**src/rtl/blink_sequencer.sv**
```systemverilog
// blink_sequencer: plays a programmable table of (period, repeat) entries into the blink datapath.
// Latency: start -> period_load 2 cycles (+1 per skipped entry); final blink_done -> next period_load 2 cycles.
// Backpressure: none; stop pauses playback without a reload, and start resumes it.
//
// Ports:
//   clk, reset                      system clock and synchronous active-high reset
//   wr_en/wr_addr/wr_period/wr_reps table write port (period 0 = skip entry, reps 0 = play once)
//   num_entries                     last active table index
//   start/stop                      playback control pulses (stop wins when both are asserted)
//   blink_done                      one pulse per completed blink, from the datapath
//   period_out/period_load          period and load strobe to the datapath
//   busy/cur_index/loop_count       status
module blink_sequencer #(
    parameter int DEPTH = 8,
    parameter int AW    = 3,
    parameter int PW    = 14,
    parameter int RW    = 8
) (
    input  logic          clk,
    input  logic          reset,
    input  logic          wr_en,
    input  logic [AW-1:0] wr_addr,
    input  logic [PW-1:0] wr_period,
    input  logic [RW-1:0] wr_reps,
    input  logic [AW-1:0] num_entries,
    input  logic          start,
    input  logic          stop,
    input  logic          blink_done,
    output logic [PW-1:0] period_out,
    output logic          period_load,
    output logic          busy,
    output logic [AW-1:0] cur_index,
    output logic [RW-1:0] loop_count
);

    typedef enum logic [2:0] {
        S_IDLE  = 3'd0,
        S_SEEK  = 3'd1,
        S_LOAD  = 3'd2,
        S_RUN   = 3'd3,
        S_PAUSE = 3'd4
    } state_t;

    state_t        state_q, state_d;
    logic [PW-1:0] period_out_q, period_out_d;
    logic [AW-1:0] cur_index_q, cur_index_d;
    logic [RW-1:0] loop_count_q, loop_count_d;
    logic [RW-1:0] rep_q, rep_d;
    logic [AW-1:0] seek_cnt_q, seek_cnt_d;
    logic [PW-1:0] tbl_period_q [DEPTH];
    logic [PW-1:0] tbl_period_d [DEPTH];
    logic [RW-1:0] tbl_reps_q   [DEPTH];
    logic [RW-1:0] tbl_reps_d   [DEPTH];

    // Index advance with wrap; ">=" so an index stranded above a shrunken
    // num_entries still wraps to 0 on its next advance.
    logic          last_entry;
    logic [AW-1:0] adv_index;
    logic [RW-1:0] adv_loop;

    always_comb begin
        last_entry = (cur_index_q >= num_entries);
        adv_index  = last_entry ? '0 : cur_index_q + AW'(1);
        adv_loop   = last_entry ? loop_count_q + RW'(1) : loop_count_q;
    end

    // State register (plus datapath and table flops)
    always_ff @(posedge clk) begin
        if (reset) begin
            state_q      <= S_IDLE;
            period_out_q <= '0;
            cur_index_q  <= '0;
            loop_count_q <= '0;
            rep_q        <= '0;
            seek_cnt_q   <= '0;
            for (int i = 0; i < DEPTH; i++) begin
                tbl_period_q[i] <= '0;
                tbl_reps_q[i]   <= '0;
            end
        end else begin
            state_q      <= state_d;
            period_out_q <= period_out_d;
            cur_index_q  <= cur_index_d;
            loop_count_q <= loop_count_d;
            rep_q        <= rep_d;
            seek_cnt_q   <= seek_cnt_d;
            for (int i = 0; i < DEPTH; i++) begin
                tbl_period_q[i] <= tbl_period_d[i];
                tbl_reps_q[i]   <= tbl_reps_d[i];
            end
        end
    end

    // Table write port
    always_comb begin
        for (int i = 0; i < DEPTH; i++) begin
            tbl_period_d[i] = tbl_period_q[i];
            tbl_reps_d[i]   = tbl_reps_q[i];
        end
        if (wr_en) begin
            tbl_period_d[wr_addr] = wr_period;
            tbl_reps_d[wr_addr]   = wr_reps;
        end
    end

    // Next-state logic
    always_comb begin
        state_d      = state_q;
        period_out_d = period_out_q;
        cur_index_d  = cur_index_q;
        loop_count_d = loop_count_q;
        rep_d        = rep_q;
        seek_cnt_d   = seek_cnt_q;
        case (state_q)
            S_IDLE: begin
                if (start && !stop) begin
                    state_d     = S_SEEK;
                    cur_index_d = '0;
                    seek_cnt_d  = '0;
                end
            end
            S_SEEK: begin
                if (tbl_period_q[cur_index_q] != '0) begin
                    // Period and rep count are captured on entry to LOAD so
                    // period_out is already valid while period_load is high.
                    state_d      = S_LOAD;
                    period_out_d = tbl_period_q[cur_index_q];
                    rep_d        = (tbl_reps_q[cur_index_q] == '0) ? RW'(1)
                                                                   : tbl_reps_q[cur_index_q];
                end else if (seek_cnt_q >= num_entries) begin
                    // Whole active table examined, nothing playable.
                    state_d = S_IDLE;
                end else begin
                    cur_index_d  = adv_index;
                    loop_count_d = adv_loop;
                    seek_cnt_d   = seek_cnt_q + AW'(1);
                end
            end
            S_LOAD: begin
                state_d = S_RUN;
            end
            S_RUN: begin
                if (blink_done && rep_q != '0) begin
                    rep_d = rep_q - RW'(1);
                end
                if (stop) begin
                    // Decrement still applies; a rep of 0 left here makes the
                    // first blink_done after resume advance immediately.
                    state_d = S_PAUSE;
                end else if (blink_done && rep_q <= RW'(1)) begin
                    state_d      = S_SEEK;
                    cur_index_d  = adv_index;
                    loop_count_d = adv_loop;
                    seek_cnt_d   = '0;
                end
            end
            S_PAUSE: begin
                if (start && !stop) begin
                    state_d = S_RUN;
                end
            end
            default: begin
                state_d = S_IDLE;
            end
        endcase
    end

    // Outputs
    always_comb begin
        period_out  = period_out_q;
        period_load = (state_q == S_LOAD);
        busy        = (state_q == S_SEEK) || (state_q == S_LOAD) || (state_q == S_RUN);
        cur_index   = cur_index_q;
        loop_count  = loop_count_q;
    end

endmodule

```
**config.mk**
```make
export PLATFORM = sky130hd
export DESIGN_NAME = blink_sequencer
export DESIGN_NICKNAME = d
export VERILOG_FILES = /design/src/rtl/blink_sequencer.sv
export SDC_FILE = /design/constraint.sdc
export NUM_CORES = 1
export LEC_CHECK = 0
export ABC_AREA = 1
export CORE_UTILIZATION = 59
export CTS_CLUSTER_SIZE = 20
export DETAILED_ROUTE_END_ITERATION = 12
export PLACE_DENSITY_LB_ADDON = 0.2
export SETUP_SLACK_MARGIN = 0.3
export SLEW_MARGIN = 20
export SYNTH_ARGS = -nofsm -noshare
export SYNTH_HDL_FRONTEND = slang
export SYNTH_SLANG_ARGS = --single-unit
```
**constraint.sdc**
```tcl
create_clock -name clk -period 2.4 [get_ports clk]
set_clock_uncertainty 0.15 [all_clocks]
set_input_delay 0.48 -clock clk [delete_from_list [all_inputs] [get_ports clk]]
set_output_delay 0.48 -clock clk [all_outputs]
set_load 0.005 [all_outputs]
```
==> out/qor.yml <==
status: "finished, violations left"
violations: "setup timing"
grt_pass1_wl_mm: 43.4
crit_path_max_incr_delay_ns: 0.36
hold_violations: 0
initial_core_util: 0.602
min_to: "tbl_period_q[2][13]"
rsz0062_at_grt: "true"
path_buf_inv: 6
hp-class: "flop to flop"
fp.coreArea_um2: 16500
ios: 61
synthMuxAreaShare: 0
via_count: 9976
first_global_vias: 8880
synth_flop_cell: "dfxtp_1"
cp.required_ns: 2.65
dr.pass1.iters: 6
timing.critical_path.mode_cell: "nor2_4"
gp_congestion: 0.816
final_cell_mix: "229 x o21ai_0, 213 x dfxtp_1, 186 x nor2_1, 186 x nand2_1, 170 x a21oi_1"
fp.dieArea_um2: 17400
total_power_mw: 11.9
setup.worst_path.end_class: "flop"
wirelength_mm: 28.6
gr-total-overflow: 0
fin_crit_sh: 1.01
cts_hold_buffers: 0
fin_crit_ns: 2.43
antenna_left: 0
ir_drop_uv: 584
cp-start-kind: "flop"
hp-start: "tbl_period_q[2][13]"
synth-edff-count: 0
path_clk_slew_ns: 0.06
drive_gt1_frac: 0.124
via_per_inst: 5.65
fmax_ghz: 0.411
yosys.area_share.adder: 0.0151
r2r-end: "period_out[9]"
rrSetupSlack_ns: -0.03
slowest_stage: "dfxtp_4"
avgSynthCellArea_um2: 6.88
slew_headroom: 0.706
post_dp_cell_area_um2: 11000
synth-compound-area-share: 0.229
area_delta_synth_final_pct: 25.9
cts_buffers: 23
yosys.area_share.xor_xnor: 0.00264
setup_viol: 8
antenna_found_initial: 0
maxCapViolations: 0
cts_tree: "yes"
synth_nets: 1492
setup_ws_ns: -0.0348
cp.arrival_ns: 2.69
cts-root-buf: "clkbuf_16"
crit_chain: "buf_12 -> clkinv_16 -> clkbuf_16 -> nand2_1 -> nand3_1 -> nand3_1 -> nand2_2 -> nand2_2 -> nor2_4 -> nand2_2 -> nor2_4 -> buf_6 -> buf_6 -> nor2_4 -> buf_12 -> nor2_4 -> nor2_1"
clk_latency_ns: 0.52
hpwl_mm: 16.1
yosys.area_share.simple: 0.209
hold_path_depth: 2
fp.dieH_um: 132
layout_commonest_cell: "o21ai_0"
htreeDepth: 1
wl_per_cell_um: 16.2
synth-seq-cells: 218
rows: 47
grt_max_degree: 65
first_iter_violations: 1193
r2r_cells: 17
p_leak_nw: 5.25
synth_cell_types: 30
cts_buffer_depth: 3
design_area_um2: 12500
synth_async_sr_flop_share: 0
worst-path-max-fanout: 8
slew_viol_final: 0
track_usage: 0.304
netlist_instances: 1446
critical_path_class: "flop to flop"
tns_ns: -0.0983
p_per_area_nw_per_um2: 951
portBuffers: 60
crit_family: "simple AND/OR/NAND/NOR gates"
chipWidth_um: 132
yosysSeqAreaShare: 0.439
cts.sinks: 218
synth_top_family_by_area: "compound AO/OA/AOI/OAI gates"
ys_warn_count: 0
drc_errors: 0
syn_area_um2: 9940
final_nets: 1579
tightest_slew_ns: 0.439
place_ws_ns: -0.248
antenna_cells: 0
-- cell type report --
class,count,area (um2)
timing repair buffer,151,1710
multi-input combinational,969,4800
sequential,218,4370
fill,1195,4010
tap,220,275
clock inverter,6,65.1
inverter,170,667
clock buffer,32,629
-- flip-flops by register name, indices dropped and copies added (netlist names), named ones only --
| signal | flops |
|---|---|
| tbl_period_q | 112 |
| tbl_reps_q | 64 |
| period_out | 14 |
| loop_count | 8 |
| rep_q | 8 |
| cur_index | 3 |
| seek_cnt_q | 3 |
| state_q | 3 |
-- cell usage after synthesis (2+ instances only) --
| cell | number | area [um2] |
|---|---|---|
| nand3_1 | 97 | 485 |
| nor2_4 | 2 | 22.5 |
| buf_2 | 14 | 70.1 |
| clkinv_1 | 3 | 11.3 |
| o21ai_1 | 9 | 45.0 |
| nand2_1 | 206 | 773 |
| or2_2 | 2 | 12.5 |
| buf_4 | 6 | 45.0 |
| o211ai_1 | 13 | 97.6 |
| clkbuf_1 | 63 | 236 |
| o21ai_0 | 239 | 1200 |
| buf_1 | 2 | 7.51 |
| buf_6 | 5 | 56.3 |
| ha_1 | 12 | 150 |
| inv_1 | 166 | 623 |
| nor2_1 | 195 | 732 |
| a21oi_1 | 180 | 901 |
| dfxtp_1 | 218 | 4360 |
| xor2_1 | 3 | 26.3 |
-- where the power goes --
| group | switching, mW | internal [mW] |
|---|---|---|
| registers | 0.167 | 3.86 |
| logic | 2.55 | 1.97 |
| clock network | 1.43 | 1.93 |
| total | 4.15 | 7.76 |
-- timing repair --
item | 4_1_cts | 5_1_grt
endpoints found under the setup margin | 43 | 46
pin swaps | 8 | 27
gates resized for setup | 34 | 77
hold endpoints to repair | 0 | 0
setup buffers | 3 | 10
cloned | 2 | 12
-- worst register-to-register path, delay by kind of cell, from the launching register on --
kind	cells	cell delay [ns]
simple gates	11	1.04
buf+inv	6	0.78
flops	1	0.36
-- stage by stage --
stage / instances / hold WS (ns) / util
final: 1766 / 0.299 / 0.758
after global routing: 1766 / 0.319 / 0.758
after CTS: 1744 / 0.300 / 0.720
after detailed placement: 1701 / 0.289 / 0.668
after global placement: 1701 / 0.281 / 0.668
after floorplan: 1446 / 0.274 / -
-- cell families (layout without fill, tap and decap cells) --
logic type,count (synthesis),after routing
AO/OA/AOI/OAI,446,446
XOR/XNOR,3,3
buffers and inverters,260,359
flip-flops,218,218
adder cells (fa/ha/maj),12,12
AND/OR/NAND/NOR,507,508
-- layer usage --
layer	up-vias	global-route usage	part of all wire	wire length [um]
met1	4577	0.413	0.41	11800
met5	-	0	0	0
met4	0	0.0924	0.023	646
met2	459	0.499	0.47	13500
li1	4882	-	-	-
met3	58	0.0454	0.091	2590
-- how the worst max path moves through the flow --
stage / startpoint / to / slack (ns) / cells past startpoint
after global routing: flop / flop / -0.14 / 17
after floorplan: num_entries[2] / loop_count[7] / 0.34 / 11
after global placement: num_entries[2] / loop_count[7] / -0.25 / 12
after detailed placement: num_entries[2] / loop_count[7] / -0.25 / 12
after CTS: flop / period_out[0] / 0.13 / 15
final: flop / period_out[9] / -0.03 / 17
No activity file was read; power rests on OpenSTA's default activity.
